===== src/rtl/dmem_arbiter.sv =====
`default_nettype none
// +----------------------------------------------------------------------------+
// | Module  : dmem_arbiter                                                     |
// | Brief   : Shares the data-memory port between the CPU MEM stage and a      |
// |           debug/loader port; DBG uses idle slots or forces one on starve.  |
// | Option  : DMEM_ARB_PERF_EN adds perf_dbg_slots / perf_cpu_stalls counters. |
// | Revision: 1.0 - initial release                                            |
// +----------------------------------------------------------------------------+
module dmem_arbiter #(
  parameter int ADDR_W     = 32,
  parameter int DATA_W     = 32,
  parameter int STARVE_MAX = 8
) (
  input  logic              clk,
  input  logic              rst_n,
  input  logic              cpu_req,
  input  logic              cpu_wr,
  input  logic [2:0]        cpu_ctrl,
  input  logic [ADDR_W-1:0] cpu_addr,
  input  logic [DATA_W-1:0] cpu_wdata,
  output logic [DATA_W-1:0] cpu_rdata,
  output logic              cpu_stall,
  input  logic              dbg_req,
  input  logic              dbg_wr,
  input  logic [2:0]        dbg_ctrl,
  input  logic [ADDR_W-1:0] dbg_addr,
  input  logic [DATA_W-1:0] dbg_wdata,
  output logic              dbg_gnt,
  output logic              dbg_rvalid,
  output logic [DATA_W-1:0] dbg_rdata,
  output logic [ADDR_W-1:0] mem_addr,
  output logic [DATA_W-1:0] mem_wdata,
  output logic              mem_wr,
  output logic [2:0]        mem_ctrl,
  input  logic [DATA_W-1:0] mem_rdata
`ifdef DMEM_ARB_PERF_EN
  ,
  output logic [31:0]       perf_dbg_slots,
  output logic [31:0]       perf_cpu_stalls
`endif
);

  localparam int CNT_W = $clog2(STARVE_MAX + 1);
  localparam logic [CNT_W-1:0] STARVE_LIM = CNT_W'(STARVE_MAX);

  typedef enum logic [0:0] {
    CPU_OWN = 1'b0,
    DBG_ACC = 1'b1
  } state_t;

  state_t           state, state_nxt;
  logic [CNT_W-1:0] starve_cnt, starve_nxt;
  logic             dbg_slot;

  always_ff @(posedge clk) begin
    if (!rst_n) begin
      state      <= CPU_OWN;
      starve_cnt <= '0;
    end else begin
      state      <= state_nxt;
      starve_cnt <= starve_nxt;
    end
  end

  // starve_cnt only counts cycles where both sides want the port.
  always_comb begin
    state_nxt  = state;
    starve_nxt = starve_cnt;
    case (state)
      CPU_OWN: begin
        if (dbg_req && (!cpu_req || starve_cnt >= STARVE_LIM)) begin
          state_nxt  = DBG_ACC;
          starve_nxt = '0;
        end else if (dbg_req) begin
          if (starve_cnt < STARVE_LIM) starve_nxt = starve_cnt + CNT_W'(1);
        end else begin
          starve_nxt = '0;
        end
      end
      DBG_ACC: begin
        state_nxt  = CPU_OWN;
        starve_nxt = '0;
      end
      default: begin
        state_nxt  = CPU_OWN;
        starve_nxt = '0;
      end
    endcase
  end

  assign dbg_slot  = (state == DBG_ACC);
  assign dbg_gnt   = rst_n & dbg_slot & dbg_req;
  assign cpu_stall = rst_n & dbg_slot & cpu_req;
  assign cpu_rdata = mem_rdata;

  always_comb begin
    mem_addr  = cpu_addr;
    mem_wdata = cpu_wdata;
    mem_ctrl  = cpu_ctrl;
    mem_wr    = cpu_req & cpu_wr;
    if (dbg_slot) begin
      mem_addr  = dbg_addr;
      mem_wdata = dbg_wdata;
      mem_ctrl  = dbg_ctrl;
      mem_wr    = dbg_req & dbg_wr;
    end
    if (!rst_n) mem_wr = 1'b0;
  end

  always_ff @(posedge clk) begin
    if (!rst_n) begin
      dbg_rvalid <= 1'b0;
      dbg_rdata  <= '0;
    end else begin
      dbg_rvalid <= dbg_gnt & ~dbg_wr;
      if (dbg_gnt && !dbg_wr) dbg_rdata <= mem_rdata;
    end
  end

`ifdef DMEM_ARB_PERF_EN
  always_ff @(posedge clk) begin
    if (!rst_n) begin
      perf_dbg_slots  <= '0;
      perf_cpu_stalls <= '0;
    end else begin
      perf_dbg_slots  <= perf_dbg_slots + {31'd0, dbg_gnt};
      perf_cpu_stalls <= perf_cpu_stalls + {31'd0, cpu_stall};
    end
  end
`endif

endmodule
`default_nettype wire


===== config.mk =====
export PLATFORM = sky130hd
export DESIGN_NAME = dmem_arbiter
export DESIGN_NICKNAME = d
export VERILOG_FILES = /design/src/rtl/dmem_arbiter.sv
export SDC_FILE = /design/constraint.sdc
export NUM_CORES = 1
export LEC_CHECK = 0
export CAP_MARGIN = 5
export CORE_AREA = 5 5 116 118
export CTS_CLUSTER_DIAMETER = 40
export DETAILED_ROUTE_END_ITERATION = 12
export DIE_AREA = 0 0 121 123
export PLACE_DENSITY = 0.66
export SLEW_MARGIN = 10
export SYNTH_ARGS = -nofsm -noshare
export SYNTH_HDL_FRONTEND = slang
export SYNTH_SLANG_ARGS = --single-unit

===== constraint.sdc =====
create_clock -name clk -period 1.6 [get_ports clk]
set_input_delay 0.32 -clock clk [delete_from_list [all_inputs] [get_ports clk]]
set_output_delay 0.32 -clock clk [all_outputs]
set_load 0.1 [all_outputs]

# --- Yosys cells after proc, flatten, opt, wreduce, memory -nomap -nowiden ---
# Cells that the tools add are included.
classes:
  n_addsub: 1
  n_lt_le_gt_ge: 2
  n_eq_ne: 1
  muxes: 11
  bitwise_logic: 8
  reduce_logical: 5
ops:
  columns: ["cell", "count"]
  rows:
  - ["2-to-1 mux 32 bit", 2]
  - ["2-to-1 mux 4 bit", 3]
  - ["one-hot mux 4 bit (2 select lines)", 1]
  - ["AND 1 bit", 6]
  - ["adder 4 x 1 -> 4 bit, second input constant", 1]
  - [">= comparator 4 bit, second input constant", 1]
  - ["less-than comparator 4 bit, second input constant", 1]
  - ["!= test 4 bit, second input constant", 1]
  - ["2-to-1 mux 1 bit", 3]
  - ["2-to-1 mux 3 bit", 1]
  - ["logical AND 1 bit", 2]
  - ["logical NOT 1 bit", 2]
  - ["inverter 1 bit", 2]
  - ["one-hot mux 1 bit (2 select lines)", 1]
  - ["logical OR 1 bit", 1]
totals:
  ff_bits: 38
  in_bits: 172
  output_inout_bits: 135
  word_cells: 32

# --- Logic depth before layout (Yosys ltp) ---
depth:
  ltp_word: 5
  ltp_mapped: 5
  ltp_nobuf: 4

# --- Worst setup path before layout ---
# Ideal clock, no wire load.
synth_timing:
  path_type: "input to output"
  from: "input port rst_n"
  to: "output port mem_wr"
  arrival_time_ps: 2945
  required_time_ps: 1280
  setup_slack_ps: -1665
  cell_stages: 3
  path_buffers: 2
  cell_sequence: "buf_4 > clkbuf_1 > a21boi_0"
synth_between:
  elab_chain_cells: 1
synth_lines:
  columns: ["element", "line", "rtl"]
  rows:
  - ["start, declared", "15", "input logic rst_n,"]
  - ["2-to-1 mux 1 bit", "107", "if (!rst_n) mem_wr = 1'b0;"]
  - ["end, declared", "33", "output logic mem_wr,"]
# No other way between the ends.

# --- Worst setup path after layout ---
layout_timing:
  from: "register state, in the netlist dbg_slot"
  to: "output port mem_wdata[4]"
layout_between:
  elab_chain_cells: 1
layout_lines:
  columns: ["element", "line", "rtl"]
  rows:
  - ["start, declared", "51", "state_t state, state_nxt;"]
  - ["start signal, assigned", "60", "state <= state_nxt;"]
  - ["2-to-1 mux 32 bit", "101", "if (dbg_slot) begin"]
  - ["end, declared", "32", "output logic [DATA_W-1:0] mem_wdata,"]
# No other way between the ends.

==> metrics.md <==
| Metric | Value |
|---|---|
| Max Cap Viol | `0` |
| Fmax | `560.4 MHz` |
| Worst reg2reg path endpoint | `dbg_rdata[14]` |
| Share of cells above drive strength 1 | `0.4063` |
| Vias in the first global route | `3081` |
| Drt drc | `0` |
| Most frequent cells after synthesis | `67 x mux2_2, 38 x dfxtp_1, 36 x inv_1, 35 x buf_4` |
| DR vias | `2901` |
| Tot Pwr | `4.867 mW` |
| Worst R2R Start | `dbg_slot` |
| Biggest area consumer among synthesized cells | `dfxtp_1` |
| Top-Level Pins | `307` |
| DR iter-0 viols | `69` |
| Post-synth EDFFs | `0` |
| Routed wire length | `14.46 mm` |
| Status | `complete, but fails checks` |
| Post-route design area | `7323 um2` |
| Worst Hold End | `starve_cnt[3]` |
| Max incr delay on CP | `0.41 ns` |
| Clk_skew | `0.005253 ns` |
| GRT Total Usage | `0.1681` |
| CTS root buf | `clkbuf_16` |
| Total negative slack | `-9.880 ns` |
| Critical Path AT | `1.46 ns` |
| Total grt overflow | `0` |
| Yosys reg bits | `38` |
| Clock H-tree levels | `2` |
| Fin crit period | `1.784 ns` |
| Syn_nets | `444` |
| Hold path startpoint | `starve_cnt[1]` |
| Largest net degree at the start of global routing | `42` |
| Pins over their slew limit | `0` |
| Via density per instance | `4.052` |
| Placed Area | `6938 um2` |
| Most common cell in the synthesized netlist | `mux2_2` |
| Core ar. | `12360 um2` |
| Final HPWL DP | `12.12 mm` |
| Tcrit/Tclk final | `1.115` |
| Leakage | `3.338 nW` |
| Hold path cells | `2` |
| Die width | `121 um` |
| Required time of the critical path | `1.28 ns` |
| Max IR drop VDD | `0.3726 mV` |
| Endpoints failing setup | `70` |
| Register area share after synthesis | `0.2979` |
| Worst reg2reg path depth | `4` |
| FF-to-FF setup slack | `0.28 ns` |
| WS Path Type | `register to output pin` |
| First-pass GRT wire length | `18.87 mm` |
| Routability cong. | `0.7952` |
| Syn Area/Cell | `9.458 um2` |
| Crit-path slowest cell | `dfxtp_4` |
| Clock-pin slew on the worst setup and hold paths | `0.06 ns` |
| Post-Synthesis Cells | `270` |
| Layout area overhead | `186.8%` |
| CTS Sinks | `38` |
| Share of Yosys cell area claimed by the top area cell type | `0.2979` |
| Syn. warnings | `0` |
| Async set-reset flop share out of synthesis | `0` |
| CP max FO | `16` |
| Setup Fix Bufs, Post-CTS | `0` |
| Port buffer count | `306` |
| Initial DRT Pass Iterations | `4` |
| Top delay family on crit path | `flip-flops` |
| Rows | `41` |
| CP Buf/Inv Count | `2` |
| Final setup margin | `-0.1845 ns` |
| Post-DRT Antenna Nets | `0` |
| Routed wire per std cell | `20.20 um` |
| Synth area leaders | `dfxtp_1 30%, mux2_2 30%, mux2i_1 13%` |
| Crit path launch type | `register` |
| Starting density of the core | `0.2066` |
| Area of the mapped netlist | `2554 um2` |
| CTS tree | `built` |
| Max-slew headroom | `0.8319` |
| Critical-path cell list | `buf_12 > mux2_2 > buf_12` |
| Skew-Pair Late Insertion Delay | `0.28 ns` |
| Die ar. | `14880 um2` |
| Failing checks | `setup timing` |
| Initial antenna violation count | `0` |
| RSZ-0062 raised after global routing | `yes` |
| Fin nets | `717` |
| Die Y | `123 um` |
| Non-filler instance count after layout | `716` |
| Max Root-Sink Buffers | `2` |
| Final count of hold timing violations | `0` |
| Worst hold margin | `0.4765 ns` |
| Tightest Pin Transition | `0.2522 ns` |
| Crit path top cell by count | `buf_12` |
| Final core utilization | `0.5923` |
| DP Cell Count | `706` |
| # diodes | `0` |
| Placement Setup Slack | `-0.1001 ns` |
| TritonCTS buffer count | `5` |
| Critical Path End Type | `output pin` |
| Tightest Hold Check Type | `register to register` |
| Synth unique cells | `19` |
| Power Density | `664.5 nW/um2` |
| Ys flop type | `dfxtp_1` |
[sequential cells by signal (all words and copies together), names as in the netlist]
register,count
dbg_rdata,32
dbg_rvalid,1
dbg_slot,1
starve_cnt,4
[worst max-delay path by stage]
stage / startpoint / endpoint / slack (ns) / depth (start not counted)
2_1_floorplan: dbg_slot / mem_wr / -0.10 / 4
3_3_place_gp: rst_n / mem_wr / -0.08 / 3
3_5_place_dp: rst_n / mem_wr / -0.10 / 3
4_1_cts: dbg_slot / mem_addr[23] / -0.22 / 3
5_1_grt: dbg_slot / mem_wr / -0.23 / 4
6_report: dbg_slot / mem_wdata[4] / -0.18 / 3
[worst min-delay path, cell delays in order (launching register included)]
cell and delay (ns):
dfxtp_1 0.32, nand3_1 0.08, nor3_1 0.04
[power breakdown]
part           total (mW)  internal [mW]  switching (mW)
registers           0.973          0.958          0.0148
logic                2.94           1.23            1.71
clock network       0.954          0.577           0.377
[per-layer routing]
| metal | global-route usage | up-vias | wire (um) |
|---|---|---|---|
| met5 | 0 | - | 0 |
| met4 | 0.02975 | 0 | 114 |
| met3 | 0.08326 | 6 | 1656 |
| met2 | 0.2873 | 146 | 7204 |
| met1 | 0.1922 | 1358 | 5486 |
| li1 | - | 1391 | - |
[cells in the final DEF, fill, tap and decap left out]
master,Yosys,routed
a21boi_4,0,1
and3_2,0,2
buf_12,0,138
buf_4,35,3
clkbuf_1,3,1
clkbuf_16,0,7
clkdlybuf4s50_1,0,170
clkinv_2,0,1
clkinv_4,0,1
dfxtp_1,38,37
dfxtp_4,0,1
dlygate4sd2_1,0,1
ha_1,2,2
inv_1,36,36
mux2_2,67,16
mux2_4,0,51
mux2i_1,32,32
nand2_1,32,32
nand2b_1,1,1
nand3_1,2,2
nand3b_1,2,2
nand4b_1,1,1
nor2b_1,1,1
nor3_1,4,4
xnor2_1,1,1
[logic make-up after synthesis]
| family | after synthesis | share of synthesized area |
|---|---|---|
| xor+xnor | 1 | 0.003430 |
| buf+inv | 84 | 0.1872 |
| mux | 99 | 0.4209 |
| simple gates | 45 | 0.07791 |
| compound gates | 1 | 0.002941 |
| flops | 38 | 0.2979 |
| fa+ha+maj | 2 | 0.009798 |
[layout make-up]
cell class	instances	area, um2
fill	997	5040
clock inverter	2	13.76
clock buffer	6	128.9
timing repair buffer	314	4546
inverter	36	135.1
sequential	38	764.5
tap	172	215.2
multi-input combinational	148	1520
[what timing repair did]
action                                  in CTS  in global routing
cloned                                       0                  2
hold buffers                                 0                  0
endpoints found under the setup margin      70                 70
resized for setup                            8                 45
Note: power is estimated with default switching activity, not from simulation.
